## src/rtl/ram_arbiter_pkg.sv

```systemverilog
// Shared definitions for the data-RAM arbiter:
// requester indices, read-owner tag and the round-robin pick.
package ram_arbiter_pkg;

    localparam int REQ_CORE = 0;
    localparam int REQ_DBG  = 1;

    typedef enum logic {
        OWN_CORE = 1'b0,
        OWN_DBG  = 1'b1
    } owner_e;

    // last = index granted most recently; the other side wins a tie
    function automatic logic [1:0] rr_pick(
        input logic [1:0] req,
        input logic       last
    );
        logic [1:0] g;
        g = 2'b00;
        case (req)
            2'b01:   g = 2'b01;
            2'b10:   g = 2'b10;
            2'b11:   g = last ? 2'b01 : 2'b10;
            default: g = 2'b00;
        endcase
        return g;
    endfunction

endpackage

```

## src/rtl/ram_arbiter_if.sv

```systemverilog
// Requester-side bundle of the data-RAM arbiter
// (core = 0, debug/loader = 1).
interface ram_arbiter_if #(
    parameter int ADDR_WIDTH = 8,
    parameter int DATA_WIDTH = 16
);
    logic                  i_req_0;
    logic                  i_we_0;
    logic [ADDR_WIDTH-1:0] i_addr_0;
    logic [DATA_WIDTH-1:0] i_wdata_0;
    logic                  o_gnt_0;
    logic                  o_rvalid_0;
    logic [DATA_WIDTH-1:0] o_rdata_0;

    logic                  i_req_1;
    logic                  i_we_1;
    logic [ADDR_WIDTH-1:0] i_addr_1;
    logic [DATA_WIDTH-1:0] i_wdata_1;
    logic                  o_gnt_1;
    logic                  o_rvalid_1;
    logic [DATA_WIDTH-1:0] o_rdata_1;

    modport master (
        output i_req_0, i_we_0, i_addr_0, i_wdata_0,
        output i_req_1, i_we_1, i_addr_1, i_wdata_1,
        input  o_gnt_0, o_rvalid_0, o_rdata_0,
        input  o_gnt_1, o_rvalid_1, o_rdata_1
    );

    modport slave (
        input  i_req_0, i_we_0, i_addr_0, i_wdata_0,
        input  i_req_1, i_we_1, i_addr_1, i_wdata_1,
        output o_gnt_0, o_rvalid_0, o_rdata_0,
        output o_gnt_1, o_rvalid_1, o_rdata_1
    );
endinterface

```

## src/rtl/ram_arbiter_rr_arbiter2.sv

```systemverilog
// Two-way round-robin arbiter: combinational grant
// from the request pair and a registered last-winner pointer.
module rr_arbiter2
    import ram_arbiter_pkg::*;
(
    input  logic       i_clk,
    input  logic       i_rst_n,
    input  logic [1:0] i_req,
    output logic [1:0] o_gnt
);

    logic       r_last;
    logic [1:0] w_gnt;

    // no grant may escape while reset is held
    always_comb begin
        w_gnt = 2'b00;
        if (i_rst_n)
            w_gnt = rr_pick(i_req, r_last);
    end

    always_ff @(posedge i_clk or negedge i_rst_n) begin
        if (!i_rst_n)
            r_last <= 1'b1;
        else if (|w_gnt)
            r_last <= w_gnt[REQ_DBG];
    end

    assign o_gnt = w_gnt;

endmodule

```

## src/rtl/ram_arbiter.sv

```systemverilog
// Shares the single-port data RAM between the core and the
// debug port; routes the winner to the RAM and tags read returns.
module ram_arbiter
    import ram_arbiter_pkg::*;
#(
    parameter int ADDR_WIDTH = 8,
    parameter int DATA_WIDTH = 16
) (
    input  logic                  i_clk,
    input  logic                  i_rst_n,
    ram_arbiter_if.slave          bus,
    output logic                  o_ram_load,
    output logic [ADDR_WIDTH-1:0] o_ram_addr,
    output logic [DATA_WIDTH-1:0] o_ram_data,
    input  logic [DATA_WIDTH-1:0] i_ram_data
);

    logic [1:0] w_req;
    logic [1:0] w_gnt;
    logic       w_sel;
    logic       w_rd;
    logic       r_rd_pend;
    owner_e     r_rd_owner;

    assign w_req = {bus.i_req_1, bus.i_req_0};

    rr_arbiter2 u_arb (
        .i_clk   (i_clk),
        .i_rst_n (i_rst_n),
        .i_req   (w_req),
        .o_gnt   (w_gnt)
    );

    assign w_sel = w_gnt[REQ_DBG];

    // idle cycles leave requester 0 on the address/data lines
    always_comb begin
        o_ram_addr = bus.i_addr_0;
        o_ram_data = bus.i_wdata_0;
        if (w_sel) begin
            o_ram_addr = bus.i_addr_1;
            o_ram_data = bus.i_wdata_1;
        end
    end

    assign o_ram_load = (w_gnt[REQ_CORE] & bus.i_we_0)
                      | (w_gnt[REQ_DBG]  & bus.i_we_1);

    assign w_rd = (w_gnt[REQ_CORE] & ~bus.i_we_0)
                | (w_gnt[REQ_DBG]  & ~bus.i_we_1);

    always_ff @(posedge i_clk or negedge i_rst_n) begin
        if (!i_rst_n) begin
            r_rd_pend  <= 1'b0;
            r_rd_owner <= OWN_CORE;
        end else begin
            r_rd_pend <= w_rd;
            if (w_rd)
                r_rd_owner <= w_sel ? OWN_DBG : OWN_CORE;
        end
    end

    assign bus.o_gnt_0    = w_gnt[REQ_CORE];
    assign bus.o_gnt_1    = w_gnt[REQ_DBG];
    assign bus.o_rvalid_0 = r_rd_pend && (r_rd_owner == OWN_CORE);
    assign bus.o_rvalid_1 = r_rd_pend && (r_rd_owner == OWN_DBG);
    assign bus.o_rdata_0  = i_ram_data;
    assign bus.o_rdata_1  = i_ram_data;

endmodule

```

## src/flat_wrapper.sv

```systemverilog
// flat-port wrapper written by rule: the top's interface ports become plain ports
module ram_arbiter_flat import ram_arbiter_pkg::*;
#(
    parameter int ADDR_WIDTH = 8,
    parameter int DATA_WIDTH = 16
)
  (i_clk, i_rst_n, o_ram_load, o_ram_addr, o_ram_data, i_ram_data, bus_i_req_0, bus_i_we_0, bus_i_addr_0, bus_i_wdata_0, bus_i_req_1, bus_i_we_1, bus_i_addr_1, bus_i_wdata_1, bus_o_gnt_0, bus_o_rvalid_0, bus_o_rdata_0, bus_o_gnt_1, bus_o_rvalid_1, bus_o_rdata_1);
  ram_arbiter_if #(.ADDR_WIDTH(ADDR_WIDTH), .DATA_WIDTH(DATA_WIDTH)) bus_i ();
  input  logic i_clk;
  input  logic i_rst_n;
  output logic o_ram_load;
  output logic [ADDR_WIDTH-1:0] o_ram_addr;
  output logic [DATA_WIDTH-1:0] o_ram_data;
  input  logic [DATA_WIDTH-1:0] i_ram_data;
  input wire logic [$bits(bus_i.i_req_0)-1:0] bus_i_req_0;
  input wire logic [$bits(bus_i.i_we_0)-1:0] bus_i_we_0;
  input wire logic [$bits(bus_i.i_addr_0)-1:0] bus_i_addr_0;
  input wire logic [$bits(bus_i.i_wdata_0)-1:0] bus_i_wdata_0;
  input wire logic [$bits(bus_i.i_req_1)-1:0] bus_i_req_1;
  input wire logic [$bits(bus_i.i_we_1)-1:0] bus_i_we_1;
  input wire logic [$bits(bus_i.i_addr_1)-1:0] bus_i_addr_1;
  input wire logic [$bits(bus_i.i_wdata_1)-1:0] bus_i_wdata_1;
  output wire logic [$bits(bus_i.o_gnt_0)-1:0] bus_o_gnt_0;
  output wire logic [$bits(bus_i.o_rvalid_0)-1:0] bus_o_rvalid_0;
  output wire logic [$bits(bus_i.o_rdata_0)-1:0] bus_o_rdata_0;
  output wire logic [$bits(bus_i.o_gnt_1)-1:0] bus_o_gnt_1;
  output wire logic [$bits(bus_i.o_rvalid_1)-1:0] bus_o_rvalid_1;
  output wire logic [$bits(bus_i.o_rdata_1)-1:0] bus_o_rdata_1;
  assign bus_i.i_req_0 = bus_i_req_0;
  assign bus_i.i_we_0 = bus_i_we_0;
  assign bus_i.i_addr_0 = bus_i_addr_0;
  assign bus_i.i_wdata_0 = bus_i_wdata_0;
  assign bus_i.i_req_1 = bus_i_req_1;
  assign bus_i.i_we_1 = bus_i_we_1;
  assign bus_i.i_addr_1 = bus_i_addr_1;
  assign bus_i.i_wdata_1 = bus_i_wdata_1;
  assign bus_o_gnt_0 = bus_i.o_gnt_0;
  assign bus_o_rvalid_0 = bus_i.o_rvalid_0;
  assign bus_o_rdata_0 = bus_i.o_rdata_0;
  assign bus_o_gnt_1 = bus_i.o_gnt_1;
  assign bus_o_rvalid_1 = bus_i.o_rvalid_1;
  assign bus_o_rdata_1 = bus_i.o_rdata_1;
  ram_arbiter #(.ADDR_WIDTH(ADDR_WIDTH), .DATA_WIDTH(DATA_WIDTH)) u_core (.i_clk(i_clk), .i_rst_n(i_rst_n), .bus(bus_i), .o_ram_load(o_ram_load), .o_ram_addr(o_ram_addr), .o_ram_data(o_ram_data), .i_ram_data(i_ram_data));
endmodule
```

## config.mk

```make
export PLATFORM = sky130hd
export DESIGN_NAME = ram_arbiter_flat
export DESIGN_NICKNAME = d
export VERILOG_FILES = /design/src/rtl/ram_arbiter_pkg.sv /design/src/rtl/ram_arbiter_if.sv /design/src/rtl/ram_arbiter_rr_arbiter2.sv /design/src/rtl/ram_arbiter.sv /design/src/flat_wrapper.sv
export SDC_FILE = /design/constraint.sdc
export NUM_CORES = 1
export LEC_CHECK = 0
export CORE_MARGIN = 2
export CORE_UTILIZATION = 22
export DETAILED_ROUTE_END_ITERATION = 8
export HOLD_SLACK_MARGIN = 0.03
export PLACE_DENSITY_LB_ADDON = 0.08
export SLEW_MARGIN = 20
export SYNTH_ARGS = -nofsm -noshare
export SYNTH_HDL_FRONTEND = slang
export SYNTH_HIERARCHICAL = 1
export SYNTH_SLANG_ARGS = --single-unit
```

## constraint.sdc

```tcl
create_clock -name i_clk -period 1.76 [get_ports i_clk]
set_input_delay 0.176 -clock i_clk [delete_from_list [all_inputs] [get_ports i_clk]]
set_output_delay 0.176 -clock i_clk [all_outputs]
set_load 0.005 [all_outputs]
```

==> impl_metrics.py <==
metrics = {
    "layout": {
        "area_delta_synth_final_pct": 105,
        "insertedDiodeCount": 0,
        "layout.cells.most_common_list": "clkdlybuf4s50_1 (52), buf_6 (23), mux2_4 (23), buf_4 (10), clkbuf_2 (9)",
        "fin_area_um2": 1620,
        "nNetsFinal": 219,
        "layout_commonest_cell": "clkdlybuf4s50_1",
        "drive_above_1_share": 0.520,
    },
    "worst_setup_path": {
        "worst-path-max-fanout": 5,
        "r2r_slack_ns": 0.27,
        "timing.rr.start": "u_core/u_arb/r_last$_DFFE_PN1P_",
        "r2r_end": "u_core/r_rd_owner$_DFFE_PN0P_",
        "critPathLaunch": "u_core/u_arb/r_last$_DFFE_PN1P_",
        "cp-start-kind": "flip-flop",
        "worstPathCellList": "a21oi_4, buf_6, buf_4, mux2_4, clkbuf_2",
        "cp.arrival_ns": 1.56,
        "crit_type": "reg -> out",
        "crit_required_ns": 1.58,
        "end_kind": "output port",
        "cpPeakStageDelay_ns": 0.55,
        "r2r_cells": 8,
        "endpoint": "o_ram_data[14]",
        "cpMaxStageDelayCell": "dfstp_2",
    },
    "grt": {
        "grt_usage": 0.118,
        "grt_use_met2": 0.232,
        "antenna_found_initial": 0,
        "grt_pass1_wl_mm": 3.76,
        "grt_pass1_vias": 872,
        "grt_overflow": 0,
        "grt_max_degree": 8,
        "grt_use_met3": 0.0475,
        "met1_usage": 0.0970,
        "busiest_layer": "met2",
    },
    "cts": {
        "cts_sinks": 3,
        "clockBufferDepth": 2,
        "cts.htree.levels": 1,
        "cts_tree": "built",
        "insertion_delay_ns": 0.23,
        "root_buffer": "clkbuf_4",
        "clkTransAtPathRegs_ns": 0.03,
        "cts_buffers": 3,
    },
    "placement": {
        "place_area_um2": 1440,
        "dp_hpwl_mm": 1.85,
        "dp_slack_ns": -0.416,
        "gp_congestion": 0.679,
        "io_buffers": 82,
    },
    "pwr": {
        "power_density_nw_per_um2": 398,
        "peakVddDrop_v": 0.000127,
        "leakage_nw": 0.758,
    },
    "die": {
        "core_area_um2": 3390,
        "fp.dieH_um": 64.0,
        "die-width_um": 64.0,
        "fp-row-count": 21,
        "start_util": 0.233,
        "io_pins": 131,
        "die_area_um2": 4090,
    },
    "yosys": {
        "ys_seq_area_frac": 0.0965,
        "synth_nets": 147,
        "syn_area_per_cell_um2": 10.3,
        "synth_area_um2": 791,
        "ys_types": 18,
        "synth-seq-cells": 3,
        "ys_warn_count": 6,
        "synth_cells": 77,
    },
    "sta": {
        "relSlewSlack": 0.841,
        "finalSetupViolCount": 0,
        "skew_ns": 0.000633,
        "period_minus_slack_ns": 1.74,
        "max_freq_mhz": 576,
        "finalHoldViolations": 0,
        "period_share": 0.986,
        "slew_viol_final": 0,
        "layout_setup_ws_ns": 0.0249,
        "grt_setup_unrepaired": "true",
        "tightest_slew_ns": 0.238,
    },
    "detailed_routing": {
        "dr.pass1.iters": 2,
        "drt_wl_total_mm": 2.40,
        "drc": 0,
        "viasPerCell": 4.05,
        "vias": 785,
        "detail-route-antenna-nets": 0,
        "drt-initial-drc-count": 2,
        "post_drt_wl_per_cell_um": 12.4,
    },
    "min_path": {
        "hold_path_class": "in -> async",
    },
    "run_status": {
        "status": "finished clean",
    },
    "job": {
        "drv_cap": 0,
    },
}
-- cells in the mapped netlist --
library cell  instances  area, um^2
a21o_1                1        7.51
a21oi_1               3        15.0
a21oi_2               1        8.76
a22o_1                1        8.76
and2_1                1        6.26
and3_1                1        6.26
buf_12                2        40.0
buf_4                32         240
buf_6                 1        11.3
dfrtp_1               2        50.1
dfstp_2               1        26.3
inv_1                 2        7.51
mux2_2                6        67.6
mux2_4               18         270
nand2_1               2        7.51
nand2b_1              1        6.26
nor2b_1               1        6.26
o21ai_0               1        5.00
-- worst max-delay path, delay by kind of cell, from the launching register on --
kind | cells | cell delay [ns]
flops | 1 | 0.55
mux | 1 | 0.28
buf+inv | 3 | 0.40
compound gates | 1 | 0.09
-- worst min-delay path by stage --
stage                  startpoint                            end  slack [ns]  cells past startpoint
floorplan                 i_rst_n  u_core/r_rd_owner$_DFFE_PN0P_       -0.12                      0
global placement    i_ram_data[3]               bus_o_rdata_1[3]        0.35                      0
detailed placement  i_ram_data[3]               bus_o_rdata_1[3]        0.35                      0
CTS                       i_rst_n  u_core/r_rd_owner$_DFFE_PN0P_        0.04                      2
global route              i_rst_n  u_core/r_rd_owner$_DFFE_PN0P_        0.05                      2
finish                    i_rst_n  u_core/r_rd_owner$_DFFE_PN0P_        0.04                      2
-- report_power, final --
| group | internal, W | switching [W] | leakage, nW | total, W |
|---|---|---|---|---|
| combinational | 0.000311 | 0.000121 | 0.707 | 0.000432 |
| clock | 0.0000848 | 0.0000339 | 0.0150 | 0.000119 |
| sequential | 0.0000846 | 0.00000968 | 0.0354 | 0.0000943 |
-- per-layer routing --
layer	part of all wire	up-vias	wire length, um
met2	0.55	55	1320
li1	-	370	-
met1	0.30	346	729
met4	0.018	0	44
met3	0.13	14	313
met5	0	-	0
-- registers in the layout, indices dropped and copies added, names as in the netlist --
register,cells
u_core/r_rd_owner,1
u_core/r_rd_pend,1
u_core/u_arb/r_last,1
-- what timing repair did --
action,4_1_cts,5_1_grt
hold buffers,0,0
setup endpoints to repair,27,25
cloned,1,0
pin swaps,3,2
setup buffers,12,5
resized for setup,88,39
-- area by class of cell --
cell class / instances / area [um^2]
repair buffers: 102 / 988
multi-input cells: 37 / 459
well taps: 46 / 57.6
fillers: 326 / 1770
inverters: 2 / 10.0
clock buffers: 4 / 26.3
flip-flops and latches: 3 / 76.3
-- through the flow --
stage               TNS, ns   util  instances  total power (W)  hold WS [ns]
floorplan                 0      -         77         0.000290        -0.120
global placement      -9.50  0.425        175         0.000472         0.352
detailed placement    -9.98  0.425        175         0.000474         0.352
CTS                  -0.708  0.462        191         0.000621        0.0387
global route         -0.130  0.477        194         0.000693        0.0544
finish                    0  0.477        194         0.000645        0.0439
-- kinds of logic after synthesis --
| family | share of synthesized area |
|---|---|
| flip-flops | 0.0965 |
| buffers and inverters | 0.378 |
| AO/OA/AOI/OAI | 0.0570 |
| AND/OR/NAND/NOR | 0.0412 |
| multiplexers | 0.427 |
(Power assumes the default switching activity.)
